`config.mk`:
```
export PLATFORM = sky130hd
export DESIGN_NAME = fetch_unit
export DESIGN_NICKNAME = d
export VERILOG_FILES = /design/src/rtl/fetch_unit.sv
export SDC_FILE = /design/constraint.sdc
export NUM_CORES = 1
export LEC_CHECK = 0
export ABC_CLOCK_PERIOD_IN_PS = 4600
export CAP_MARGIN = 20
export CORE_MARGIN = 3
export CORE_UTILIZATION = 59
export CTS_BUF_LIST = sky130_fd_sc_hd__clkbuf_8
export CTS_CLUSTER_DIAMETER = 50
export DETAILED_ROUTE_END_ITERATION = 8
export GPL_TIMING_DRIVEN = 1
export MAX_ROUTING_LAYER = met4
export PLACE_DENSITY = 0.95
export SLEW_MARGIN = 20
export SYNTH_ARGS = -nofsm -noshare
export SYNTH_HDL_FRONTEND = slang
export SYNTH_SLANG_ARGS = --single-unit
export TNS_END_PERCENT = 5
```
`constraint.sdc`:
```
create_clock -name clk -period 4.6 [get_ports clk]
set_input_delay 0.92 -clock clk [delete_from_list [all_inputs] [get_ports clk]]
set_output_delay 0.92 -clock clk [all_outputs]
set_load 0.03 [all_outputs]
```
`src/rtl/fetch_unit.sv`:
```
// fetch_unit: instruction fetch stage with req/ack memory port, small FIFO, redirect and HALT handling.
// Optional macro FETCH_BYPASS_EN forwards an ack word straight to decode when the FIFO is empty.
module fetch_unit #(
    parameter logic [15:0] RESET_PC  = 16'h0000,
    parameter int          BUF_DEPTH = 2
) (
    input  logic        clk,
    input  logic        rst,
    output logic        imem_req,
    output logic [15:0] imem_addr,
    input  logic        imem_ack,
    input  logic [15:0] imem_rdata,
    input  logic        stall,
    input  logic        redirect,
    input  logic [15:0] redirect_pc,
    output logic [15:0] instruction,
    output logic [15:0] pc_plus2,
    output logic        inst_valid,
    output logic        halted
);
    localparam int AW = $clog2(BUF_DEPTH);
    localparam int CW = AW + 1;
    localparam logic [CW-1:0] DEPTH_C = CW'(BUF_DEPTH);

    typedef enum logic [2:0] {S_IDLE, S_WAIT, S_DROP, S_STOP, S_HALTED} state_t;

    state_t          r_state, w_state_n;
    logic [15:0]     r_pc, w_pc_n, r_addr, w_addr_n, w_pc2;
    logic [15:0]     r_word [BUF_DEPTH];
    logic [15:0]     r_pcp2 [BUF_DEPTH];
    logic [AW-1:0]   r_rd, r_wr;
    logic [CW-1:0]   r_count, w_count_n;
    logic            w_fifo_valid, w_ack, w_byp, w_byp_take, w_pop, w_push, w_redir, w_halt_take;

    assign w_pc2        = r_pc + 16'd2;
    assign w_fifo_valid = (r_count != '0) && (r_state != S_HALTED);
    assign w_ack        = (r_state == S_WAIT) && imem_ack;
    assign w_redir      = redirect && (r_state != S_HALTED);
`ifdef FETCH_BYPASS_EN
    assign w_byp        = w_ack && (r_count == '0) && !redirect;
`else
    assign w_byp        = 1'b0;
`endif
    assign w_byp_take   = w_byp && !stall;
    assign w_pop        = w_fifo_valid && !stall;
    assign w_push       = w_ack && !redirect && !w_byp_take;
    assign w_halt_take  = !w_redir && ((w_pop && r_word[r_rd][15:12] == 4'hF) ||
                                       (w_byp_take && imem_rdata[15:12] == 4'hF));
    assign w_count_n    = w_redir ? '0 : r_count + CW'(w_push) - CW'(w_pop);

    assign imem_req     = (r_state == S_WAIT) || (r_state == S_DROP);
    assign imem_addr    = r_addr;
    assign inst_valid   = w_fifo_valid || w_byp;
    assign instruction  = w_fifo_valid ? r_word[r_rd] : (w_byp ? imem_rdata : 16'h0000);
    assign pc_plus2     = w_fifo_valid ? r_pcp2[r_rd] : (w_byp ? w_pc2 : 16'h0000);
    assign halted       = (r_state == S_HALTED);

    // Next fetch state, PC and request address; redirect overrides everything but HALTED
    always_comb begin
        w_state_n = r_state;
        w_pc_n    = r_pc;
        w_addr_n  = r_addr;
        if (w_redir) begin
            w_pc_n = redirect_pc;
            if (r_state == S_DROP || (r_state == S_WAIT && !imem_ack)) begin
                w_state_n = S_DROP;
            end else begin
                w_state_n = S_WAIT;
                w_addr_n  = redirect_pc;
            end
        end else if (w_halt_take) begin
            w_state_n = S_HALTED;
        end else if (r_state == S_IDLE && r_count < DEPTH_C) begin
            w_state_n = S_WAIT;
            w_addr_n  = r_pc;
        end else if (w_ack) begin
            w_pc_n    = w_pc2;
            w_addr_n  = w_pc2;
            w_state_n = (imem_rdata[15:12] == 4'hF) ? S_STOP : (w_count_n < DEPTH_C ? S_WAIT : S_IDLE);
        end else if (r_state == S_DROP && imem_ack) begin
            w_state_n = S_WAIT;
            w_addr_n  = r_pc;
        end
    end

    // Control registers and FIFO pointers; a redirect flushes by zeroing the pointers
    always_ff @(posedge clk or negedge rst) begin
        if (!rst) begin
            r_state <= S_IDLE;
            r_pc    <= RESET_PC;
            r_addr  <= RESET_PC;
            r_count <= '0;
            r_rd    <= '0;
            r_wr    <= '0;
        end else begin
            r_state <= w_state_n;
            r_pc    <= w_pc_n;
            r_addr  <= w_addr_n;
            r_count <= w_count_n;
            r_rd    <= w_redir ? '0 : r_rd + AW'(w_pop);
            r_wr    <= w_redir ? '0 : r_wr + AW'(w_push);
        end
    end

    // FIFO storage; contents are only visible while the count is non-zero
    always_ff @(posedge clk) begin
        if (w_push) begin
            r_word[r_wr] <= imem_rdata;
            r_pcp2[r_wr] <= w_pc2;
        end
    end
endmodule

```
== Yosys cells after proc, flatten, opt, wreduce, memory -nomap -nowiden ==
Memories as Yosys holds them, arrays and structs flattened.
Index checks and enable logic that the tools add are counted.

* Memories kept: 2
* Word-level logic and storage cells: 72
* Input bits: 37
* Bits in registers: 39
* Bits in writable memories: 64

{| class="wikitable"
|+ Memory list
! name !! words !! bits a word !! read ports !! clocked after Yosys merged registers in !! wr ports !! RTL line !! text
|-
| r_pcp2 || 2 || 16 || 1 || 0 || 1 || 30 || <nowiki>logic [15:0] r_pcp2 [BUF_DEPTH];</nowiki>
|-
| r_word || 2 || 16 || 1 || 0 || 1 || 29 || <nowiki>logic [15:0] r_word [BUF_DEPTH];</nowiki>
|}

* Reductions and logical operators: 23
* Mux-type cells: 25
* Eq/ne operators: 9
* Add/sub/neg operators: 5
* $lt $le $gt $ge: 2

{| class="wikitable"
|+ Operators by type and width
! operator !! number
|-
| 16-bit two-way mux || 12
|-
| 16-bit by 2-bit adder with 16-bit output (second input constant) || 1
|-
| 3-bit two-way mux || 5
|-
| 1-bit logical AND || 10
|-
| 4-bit == test (second input constant) || 2
|-
| 2-bit two-way mux || 3
|-
| 2-bit inequality test (second input constant) || 3
|-
| 3-bit AND reduction || 2
|-
| 1-bit two-way mux || 5
|-
| 5-bit nonzero test || 1
|-
| 1-bit logical NOT || 4
|-
| 2-bit less-than comparator (second input constant) || 2
|-
| 2-bit nonzero test || 2
|-
| 4-bit nonzero test || 1
|-
| 3-bit by 1-bit == test with 1-bit output (second input constant) || 1
|-
| 3-bit by 2-bit == test with 1-bit output (second input constant) || 1
|-
| 3-bit == test (second input constant) || 1
|-
| 3-bit logical NOT || 1
|-
| 3-bit inequality test (second input constant) || 1
|-
| 1-bit adder || 2
|-
| 2-bit by 1-bit adder with 2-bit output || 1
|-
| 1-bit logical OR || 2
|-
| 2-bit by 1-bit subtractor with 2-bit output || 1
|}

== Longest topological paths before layout ==
Gate-level depths: netlist of run 1.

* Depth in word-level cells: 13
* Gate-level depth with buffers: 12
* Gate-level depth less buffers: 11

== Least setup slack after synthesis of run 1 ==
OpenSTA, ideal clock, no wires.

* Kind: input to register
* From: in imem_ack
* To: mem r_pcp2[1][0], enable pin
* Path slack: 1.524 ns
* Required time: 4.208 ns
* Cell stages on the path: 4
* Arrival time: 2.684 ns
* Cell sequence: nor4bb_1 > nand2_1 > inv_1 > ha_1

* Word-level cells in the longest chain between the ends: 4

{| class="wikitable"
|+ Ends and longest elaborated chain
! element !! RTL line !! text
|-
| from (decl) || 11 || <nowiki>input logic imem_ack,</nowiki>
|-
| 1-bit logical AND || 37 || <nowiki>assign w_ack = (r_state == S_WAIT) && imem_ack;</nowiki>
|-
| 1-bit logical AND || 46 || <nowiki>assign w_push = w_ack && !redirect && !w_byp_take;</nowiki>
|-
| 1-bit two-way mux || 107 || <nowiki>if (w_push) begin</nowiki>
|-
| 1-bit two-way mux (not written as such) || 109 || <nowiki>r_pcp2[r_wr] <= w_pc2;</nowiki>
|-
| to (decl) || 30 ||
|}

No other way between the ends.

== Worst setup path in the final report of run 1 ==
* From: reg r_rd
* To: out instruction[15]

* Word-level cells in the longest chain between the ends: 2

{| class="wikitable"
|+ Ends and longest elaborated chain
! element !! RTL line !! text
|-
| from (decl) || 31 || <nowiki>logic [AW-1:0] r_rd, r_wr;</nowiki>
|-
| from (signal assigned) || 100 || <nowiki>r_rd <= w_redir ? '0 : r_rd + AW'(w_pop);</nowiki>
|-
| memory read 2 x 16 bit || - ||
|-
| 16-bit two-way mux || 54 || <nowiki>assign instruction = w_fifo_valid ? r_word[r_rd] : (w_byp ? imem_rdata : 16'h0000);</nowiki>
|-
| to (decl) || 16 || <nowiki>output logic [15:0] instruction,</nowiki>
|}

No other way between the ends.

==> flow_summary.rst, run 1 <==
.. list-table::
   :header-rows: 1

   * - Metric
     - Value
   * - Status
     - finished clean
   * - Total count of max-transition violations in the final report
     - 0
   * - Final setup violation count
     - 0
   * - Placed wire-length estimate after detailed placement
     - 7140 microns
   * - Net count, final
     - 533
   * - Number of nets in the synthesized netlist
     - 454
   * - Number of storage elements in the synthesis netlist
     - 103
   * - Share of flip-flops with an asynchronous set or reset
     - 37.9%
   * - Final GP Congestion
     - 0.894
   * - Post-synthesis average cell area
     - 12.2 sq um
   * - Fin util
     - 76.8%
   * - Die area
     - 9630 sq um
   * - Global routing usage on met2
     - 35.7%
   * - Peak VDD IR
     - 292 uV
   * - Fraction of met1 tracks used by global routing
     - 28.2%
   * - Crit end category
     - output pin
   * - Wire length reported by the detailed router
     - 10,200 microns
   * - Leakage power
     - 2.13 nW
   * - Grt total ovfl
     - 0
   * - Number of design-rule violations left by the first detailed-router iteration
     - 196
   * - Cell area power density
     - 575 nW/um^2
   * - Ratio of cells with drive above 1 in the final layout
     - 10.1%
   * - Max Clock Freq
     - 270 MHz
   * - CTS tree
     - built
   * - Post-CTS Setup Inserts
     - 0
   * - Source-to-sink clock delay at the later pin of the worst-skew pair
     - 360 ps
   * - Sequential share of the synthesized area
     - 57.8%
   * - Number of I/O port buffers
     - 87
   * - Final total power
     - 3.52 mW
   * - # hold bufs at CTS
     - 0
   * - Vias per inst
     - 5.81
   * - Most utilized layer in the global route result
     - met2
   * - Post-route antenna net violation count
     - 0
   * - Clk buf depth
     - 2
   * - Synthesized instance count
     - 412
   * - Clock root buffer master
     - clkbuf_8
   * - Commonest non-fill, non-tap cell in the layout
     - clkdlybuf4s50_1
   * - Number of levels in the clock H-tree
     - 3
   * - Routed wire per std cell
     - 17.0 microns
   * - Post-CTS Resized
     - 0
   * - Overall via count from detail_route
     - 3,477
   * - Initial Utilization
     - 62.9%
   * - Antenna Cells
     - 0
   * - Most frequently used flop master after synthesis
     - edfxtp_1
   * - Post-synth EDFFs
     - 64
   * - Number of sinks driven by the clock tree
     - 103
   * - Count of final hold-check violations
     - 0
   * - Part of the cycle the worst path needs
     - 80.6%
   * - Number of antenna violations at the first check in global routing
     - 0
   * - Die width
     - 98.1 microns
   * - Pin count of the biggest net entering global routing
     - 40
   * - Crit Path Category
     - reg2out
   * - Signed area change from the synthesized netlist to the final layout
     - 22.2%
   * - Floorplan die height
     - 98.1 microns
   * - Commonest cells after routing, fill and taps aside
     - clkdlybuf4s50_1, edfxtp_1, nor2_1
   * - Ports placed on the boundary
     - 88
   * - Core region area
     - 7970 sq um
   * - Count of maximum capacitance violations
     - 0
   * - Hold WC Path Type
     - reg2reg
   * - Fill cell count
     - 507
   * - Post-synth design cell area
     - 5010 sq um
   * - Count of warnings emitted by yosys
     - 0
   * - Number of different library cells in the post-synthesis netlist
     - 55
   * - Worst Max-Slew Pin Slew
     - 963 ps
   * - Overall track demand over capacity in global routing
     - 22.4%
   * - Nature of the critical path startpoint
     - register
   * - Clk_skew
     - 10.7 ps
   * - CP Max Fanout
     - 35
   * - Post-route setup TNS
     - 0 ps
   * - Unrepaired setup endpoints after global routing
     - false
   * - Critical path data arrival time
     - 2790 ps
   * - Post-route minimum period
     - 3710 ps
   * - DRC violation count after routing
     - 0
   * - Site row count
     - 32
   * - Clock-pin slew of the registers on the worst-case setup and hold paths
     - 100 ps
   * - Headroom to the max-slew limit
     - 35.8%
   * - Number of global-route vias before repair
     - 3,526
   * - Number of detailed-route iterations in the first pass
     - 5
   * - Wire length of the first global-routing pass
     - 16,700 microns
   * - Critical Path RT
     - 3680 ps
   * - Met3 demand-to-capacity share in global routing
     - 4.36%
   * - Total CTS buffers
     - 9
[layout make-up]
type | instances | area (sq um) | area share, %
flip-flops and latches | 103 | 2900 | 47.4
well taps | 102 | 128 | 2.09
clock buffers | 10 | 138 | 2.25
inverters | 8 | 30.0 | 0.491
clock inverters | 6 | 52.6 | 0.859
repair buffers | 96 | 933 | 15.2
multi-input cells | 273 | 1940 | 31.7
[per-stage QoR]
| step | area (sq um) | hold slack, ps | setup WS (ps) | std cells |
|---|---|---|---|---|
| after CTS | 6120 | 511 | 857 | 598 |
| after detailed placement | 5930 | 480 | 1030 | 582 |
| after global placement | 5930 | 473 | 1150 | 582 |
| after global routing | 6120 | 531 | 742 | 598 |
| after floorplan | 5010 | 442 | 1520 | 412 |
| final | 6120 | 503 | 891 | 598 |
[logic make-up after synthesis]
logic type / share of synthesized area (%)
simple gates: 11.5
fa+ha+maj: 1.25
mux: 10.4
xor+xnor: 6.64
compound gates: 8.79
flops: 57.8
buf+inv: 3.55
[critical path: stages, from the launching register on]
cell and delay (ps):
dfrtp_2 1010, mux2i_1 270, nor3_4 160, buf_4 270, clkdlybuf4s50_1 710
[Yosys cell counts (all sizes together), types with 4 or more instances]
library cell	count	area [sq um]
or4	4	33.8
buf	16	101
a21oi	35	175
nor3	7	46.3
nand2	16	65.1
mux2i	34	340
o21ai	4	20.0
nor2	58	218
edfxtp	64	1920
a2111oi	4	53.8
nand3	8	52.6
xor2	8	70.1
dfrtp	39	976
a211oi	7	65.1
ha	5	62.6
mux2	16	180
nand4	4	25.0
clkbuf	12	46.3
xnor2	30	263
inv	8	30.0
[registers in the layout, summed over array words and instances (netlist names)]
signal     flops
r_wr           1
imem_addr     16
r_word        32
r_count        2
r_rd           1
r_pc          16
r_state        3
r_pcp2        32
[power breakdown]
group,internal [mW],switching (mW)
Sequential,1.16,0.176
Clock,0.220,0.311
Combinational,0.712,0.938
[final timing paths]
kind	end	start	slack (ps)	cells past startpoint
worst max-delay path	instruction[15]	r_rd	890	4
worst min-delay path	imem_addr[5]	imem_addr[5]	500	1
worst max register to register	imem_addr[14]	r_rd	1470	6
worst min register to register	imem_addr[5]	imem_addr[5]	500	1
max in group asynchronous	r_rd	rst	3310	1
min in group asynchronous	imem_addr[9]	rst	680	1
[per-layer routing]
metal | wire length, microns | part of all wire (%)
met1 | 4270 | 42
met2 | 4910 | 48
met3 | 760 | 7.5
met4 | 209 | 2.1
met5 | 0 | 0
No activity file was read; power rests on OpenSTA's default activity.
==> run 2: changes to the inputs <==
--- a/config.mk
+++ b/config.mk
@@ -5,16 +5,16 @@
 export SDC_FILE = /design/constraint.sdc
 export NUM_CORES = 1
 export LEC_CHECK = 0
-export ABC_CLOCK_PERIOD_IN_PS = 4600
+export ABC_CLOCK_PERIOD_IN_PS = 3000
 export CAP_MARGIN = 20
 export CORE_MARGIN = 3
-export CORE_UTILIZATION = 59
+export CORE_UTILIZATION = 49
 export CTS_BUF_LIST = sky130_fd_sc_hd__clkbuf_8
 export CTS_CLUSTER_DIAMETER = 50
 export DETAILED_ROUTE_END_ITERATION = 8
 export GPL_TIMING_DRIVEN = 1
 export MAX_ROUTING_LAYER = met4
-export PLACE_DENSITY = 0.95
+export PLACE_DENSITY = 0.85
 export SLEW_MARGIN = 20
 export SYNTH_ARGS = -nofsm -noshare
 export SYNTH_HDL_FRONTEND = slang
==> constraint.sdc (replaced) <==
create_clock -name clk -period 3 [get_ports clk]
set_input_delay 0.6 -clock clk [delete_from_list [all_inputs] [get_ports clk]]
set_output_delay 0.6 -clock clk [all_outputs]
set_load 0.03 [all_outputs]
==> run 2 against run 1 <==
Compared with the run above:
- power increased by 58%
- critical path depth stayed put
- non-clock buffer count increased by 7
- clock-buffer cell count decreased by 1
- hold slack worse by 140 ps
- clock skew rose by 3.1 ps
- setup slack got worse by 680 ps
- flip-flop and latch count did not move
- global-route usage is 2.7 points lower
- core utilization is 13 points lower
- largest cell class unchanged
==> flow_summary.rst, run 2 (synthesis gave the netlist of run 1 again) <==
.. list-table::
   :header-rows: 1

   * - Metric
     - Value
   * - Net count, final
     - 540 (+1.3%)
   * - Antenna Cells
     - 0 (unchanged)
   * - Routed wire per std cell
     - 16.7 microns (-1.4%)
   * - Clock network fraction of total power
     - 17.0% (+1.9 points)
   * - Number of design-rule violations left by the first detailed-router iteration
     - 219 (+12%)
   * - Pin count of the biggest net entering global routing
     - 45 (+13%)
   * - Internal power contribution
     - 3.35 mW (+60%)
   * - Setup slack, reg-to-reg
     - 230 ps (-1240 ps)
   * - Number of detailed-route iterations in the first pass
     - 4 (-1)
   * - Count of maximum capacitance violations
     - 0 (unchanged)
   * - Largest registers
     - r_pcp2 (32), r_word (32)
   * - Overall track demand over capacity in global routing
     - 19.7% (-2.7 points)
   * - Reg-to-reg startpoint
     - r_state[1]
   * - Total CTS buffers
     - 9 (unchanged)
   * - Unrepaired setup endpoints after global routing
     - false
   * - Status
     - finished clean
   * - Placed Area
     - 6040 sq um (+1.9%)
   * - Worst Max-Slew Pin Slew
     - 899 ps (-63.4 ps)
   * - Placed wire-length estimate after detailed placement
     - 7330 microns (+2.7%)
   * - Site row count
     - 36 (+13%)
   * - Global routing usage on met2
     - 31.1% (-4.6 points)
   * - Relative contribution of combinational cells to total power
     - 46.9% (about the same)
   * - Initial Utilization
     - 50.8% (-12 points)
   * - Grt total ovfl
     - 0 (unchanged)
   * - Placed instance count
     - 620 (+6.5%)
   * - Total count of max-transition violations in the final report
     - 0 (unchanged)
   * - Ratio of cells with drive above 1 in the final layout
     - 11.2% (+1.1 points)
   * - Fraction of met1 tracks used by global routing
     - 25.5% (-2.8 points)
   * - Fill cell count
     - 754 (+49%)
   * - Peak VDD IR
     - 641 uV (+120%)
   * - Post-route antenna net violation count
     - 0 (unchanged)
   * - Number of antenna violations at the first check in global routing
     - 0 (unchanged)
   * - Wire length of the first global-routing pass
     - 17,300 microns (+3.3%)
   * - Fin util
     - 63.7% (-13 points)
   * - Signed area change from the synthesized netlist to the final layout
     - 25.5%
   * - Sw frac
     - 39.9% (-0.64 points)
   * - CTS tree
     - built
   * - Crit Path Category
     - reg2out
   * - Most utilized layer in the global route result
     - met2
   * - Source-to-sink clock delay at the later pin of the worst-skew pair
     - 370 ps (about the same)
   * - Psw
     - 2.22 mW (+56%)
   * - Wire length reported by the detailed router
     - 10,600 microns (+4.7%)
   * - Max Clock Freq
     - 359 MHz
   * - Vias per inst
     - 5.37 (-7.6%)
   * - Leakage power
     - 2.41 nW (+13%)
   * - Slowest-stage cell, CP
     - clkdlybuf4s50_1
   * - Number of global-route vias before repair
     - 3,429 (-2.8%)
   * - Series of cell instances along the critical path
     - or3b_1 > o21ai_4 > nor2_1 > clkdlybuf4s50_1
   * - Core region area
     - 9860 sq um (+24%)
   * - Die width
     - 107 microns (+9.1%)
   * - Count of final hold-check violations
     - 0 (unchanged)
   * - Met3 demand-to-capacity share in global routing
     - 4.39% (+0.038 points)
   * - Final GP Congestion
     - 0.887 (-0.75%)
   * - Crit end category
     - output pin
   * - Number of levels in the clock H-tree
     - 3 (unchanged)
   * - Clock-pin slew of the registers on the worst-case setup and hold paths
     - 100 ps (about the same)
   * - Stage delay of the slowest cell on the critical path
     - 620 ps (-390 ps)
   * - Post-route minimum period
     - 2790 ps
   * - Overall via count from detail_route
     - 3,412 (-1.9%)
   * - Clk buf depth
     - 2 (unchanged)
   * - Number of I/O port buffers
     - 87 (unchanged)
   * - Sequential group share of total power
     - 36.0% (-2.0 points)
   * - Ports placed on the boundary
     - 88 (unchanged)
   * - Clock root buffer master
     - clkbuf_8
   * - Headroom to the max-slew limit
     - 40.0% (+4.2 points)
   * - Cell area power density
     - 886 nW/um^2 (+54%)
   * - Post-CTS Setup Inserts
     - 0 (unchanged)
   * - Endpoint of the most critical register-to-register path
     - r_state[0]
   * - Commonest cells after routing, fill and taps aside
     - edfxtp_1, clkdlybuf4s50_1, nor2_1
   * - Part of the cycle the worst path needs
     - 92.9%
   * - Final Instance Area
     - 6290 sq um (+2.7%)
   * - Critical Path RT
     - 2400 ps (-1280 ps)
   * - CP Max Fanout
     - 13 (-63%)
   * - Number of cells on the worst reg-to-reg path
     - 11 (+5)
   * - Non-filler instance count after layout
     - 635 (+6.2%)
   * - Critical path data arrival time
     - 2190 ps (-600 ps)
   * - Nature of the critical path startpoint
     - register
   * - Floorplan die height
     - 107 microns (+9.1%)
   * - Number of sinks driven by the clock tree
     - 103 (unchanged)
   * - Hold WC Path Type
     - in2async
   * - Commonest non-fill, non-tap cell in the layout
     - edfxtp_1
   * - DRC violation count after routing
     - 0 (unchanged)
   * - Worst-case hold slack
     - 360 ps (-143 ps)
   * - Clk_skew
     - 13.8 ps (+3.08 ps)
   * - Final setup violation count
     - 0 (unchanged)
   * - Die area
     - 11,500 sq um (+19%)
-- run 2: changes by cell type in the layout (fill, tap and decap cells not counted), sizes merged --
cell and change:
dlygate4sd2 +11, clkinvlp -1, bufinv +2, clkbuf -1, clkdlybuf4s50 -23, buf +8, clkinv -1, dlymetal6s2s +11
-- run 2: layer usage --
layer | routed length, microns | up-vias
met5 | 0 | -
met4 | 230 | 0
met3 | 575 | 19
met2 | 5130 | 115
met1 | 4690 | 1632
li1 | - | 1646
-- run 2: worst max-delay path by stage --
stage	start	endpoint	depth (start not counted)
finish	r_state[1]	pc_plus2[3]	4
global route	r_state[1]	pc_plus2[3]	4
CTS	r_state[1]	pc_plus2[14]	5
detailed placement	imem_ack	r_state[0]	11
global placement	imem_ack	r_state[0]	11
floorplan	imem_ack	r_pcp2[1][0]	4
-- run 2: critical path: cells and delay by family (launching register included) --
family | cells | cell delay (ps)
AND/OR/NAND/NOR | 2 | 610
AO/OA/AOI/OAI | 1 | 210
buffers and inverters | 1 | 620
flip-flops | 1 | 390
-- run 2: what timing repair did --
item,CTS,global route
endpoints found under the setup margin,21,11
resized for setup,14,11
hold buffers,0,0
-- run 2: final cells by class --
class / count / area (sq um) / area share, %
Clock inverter: 6 / 93.8 / 1.49
Multi-Input combinational cell: 273 / 1950 / 30.9
Timing Repair Buffer: 103 / 1030 / 16.3
Tap cell: 133 / 166 / 2.65
Clock buffer: 9 / 124 / 1.97
Inverter: 8 / 30.0 / 0.478
Sequential cell: 103 / 2900 / 46.1
-- run 2: metrics by stage --
step	total power, mW	setup WS, ps	TNS (ps)
floorplan	3.69	244	0
global placement	4.63	118	0
detailed placement	4.70	-83.5	-83.5
CTS	5.62	55.9	0
global route	5.85	97.8	0
finish	5.57	214	0
-- run 2: power by group through the flow --
| stage | registers, mW | logic (mW) | clock network, mW |
|---|---|---|---|
| after floorplan | 2.13 | 1.56 | 0 |
| after CTS | 2.01 | 2.65 | 0.968 |
| after global routing | 2.04 | 2.79 | 1.02 |
| after global placement | 2.02 | 2.61 | 0 |
| after detailed placement | 2.03 | 2.67 | 0 |
| final | 2.01 | 2.61 | 0.949 |
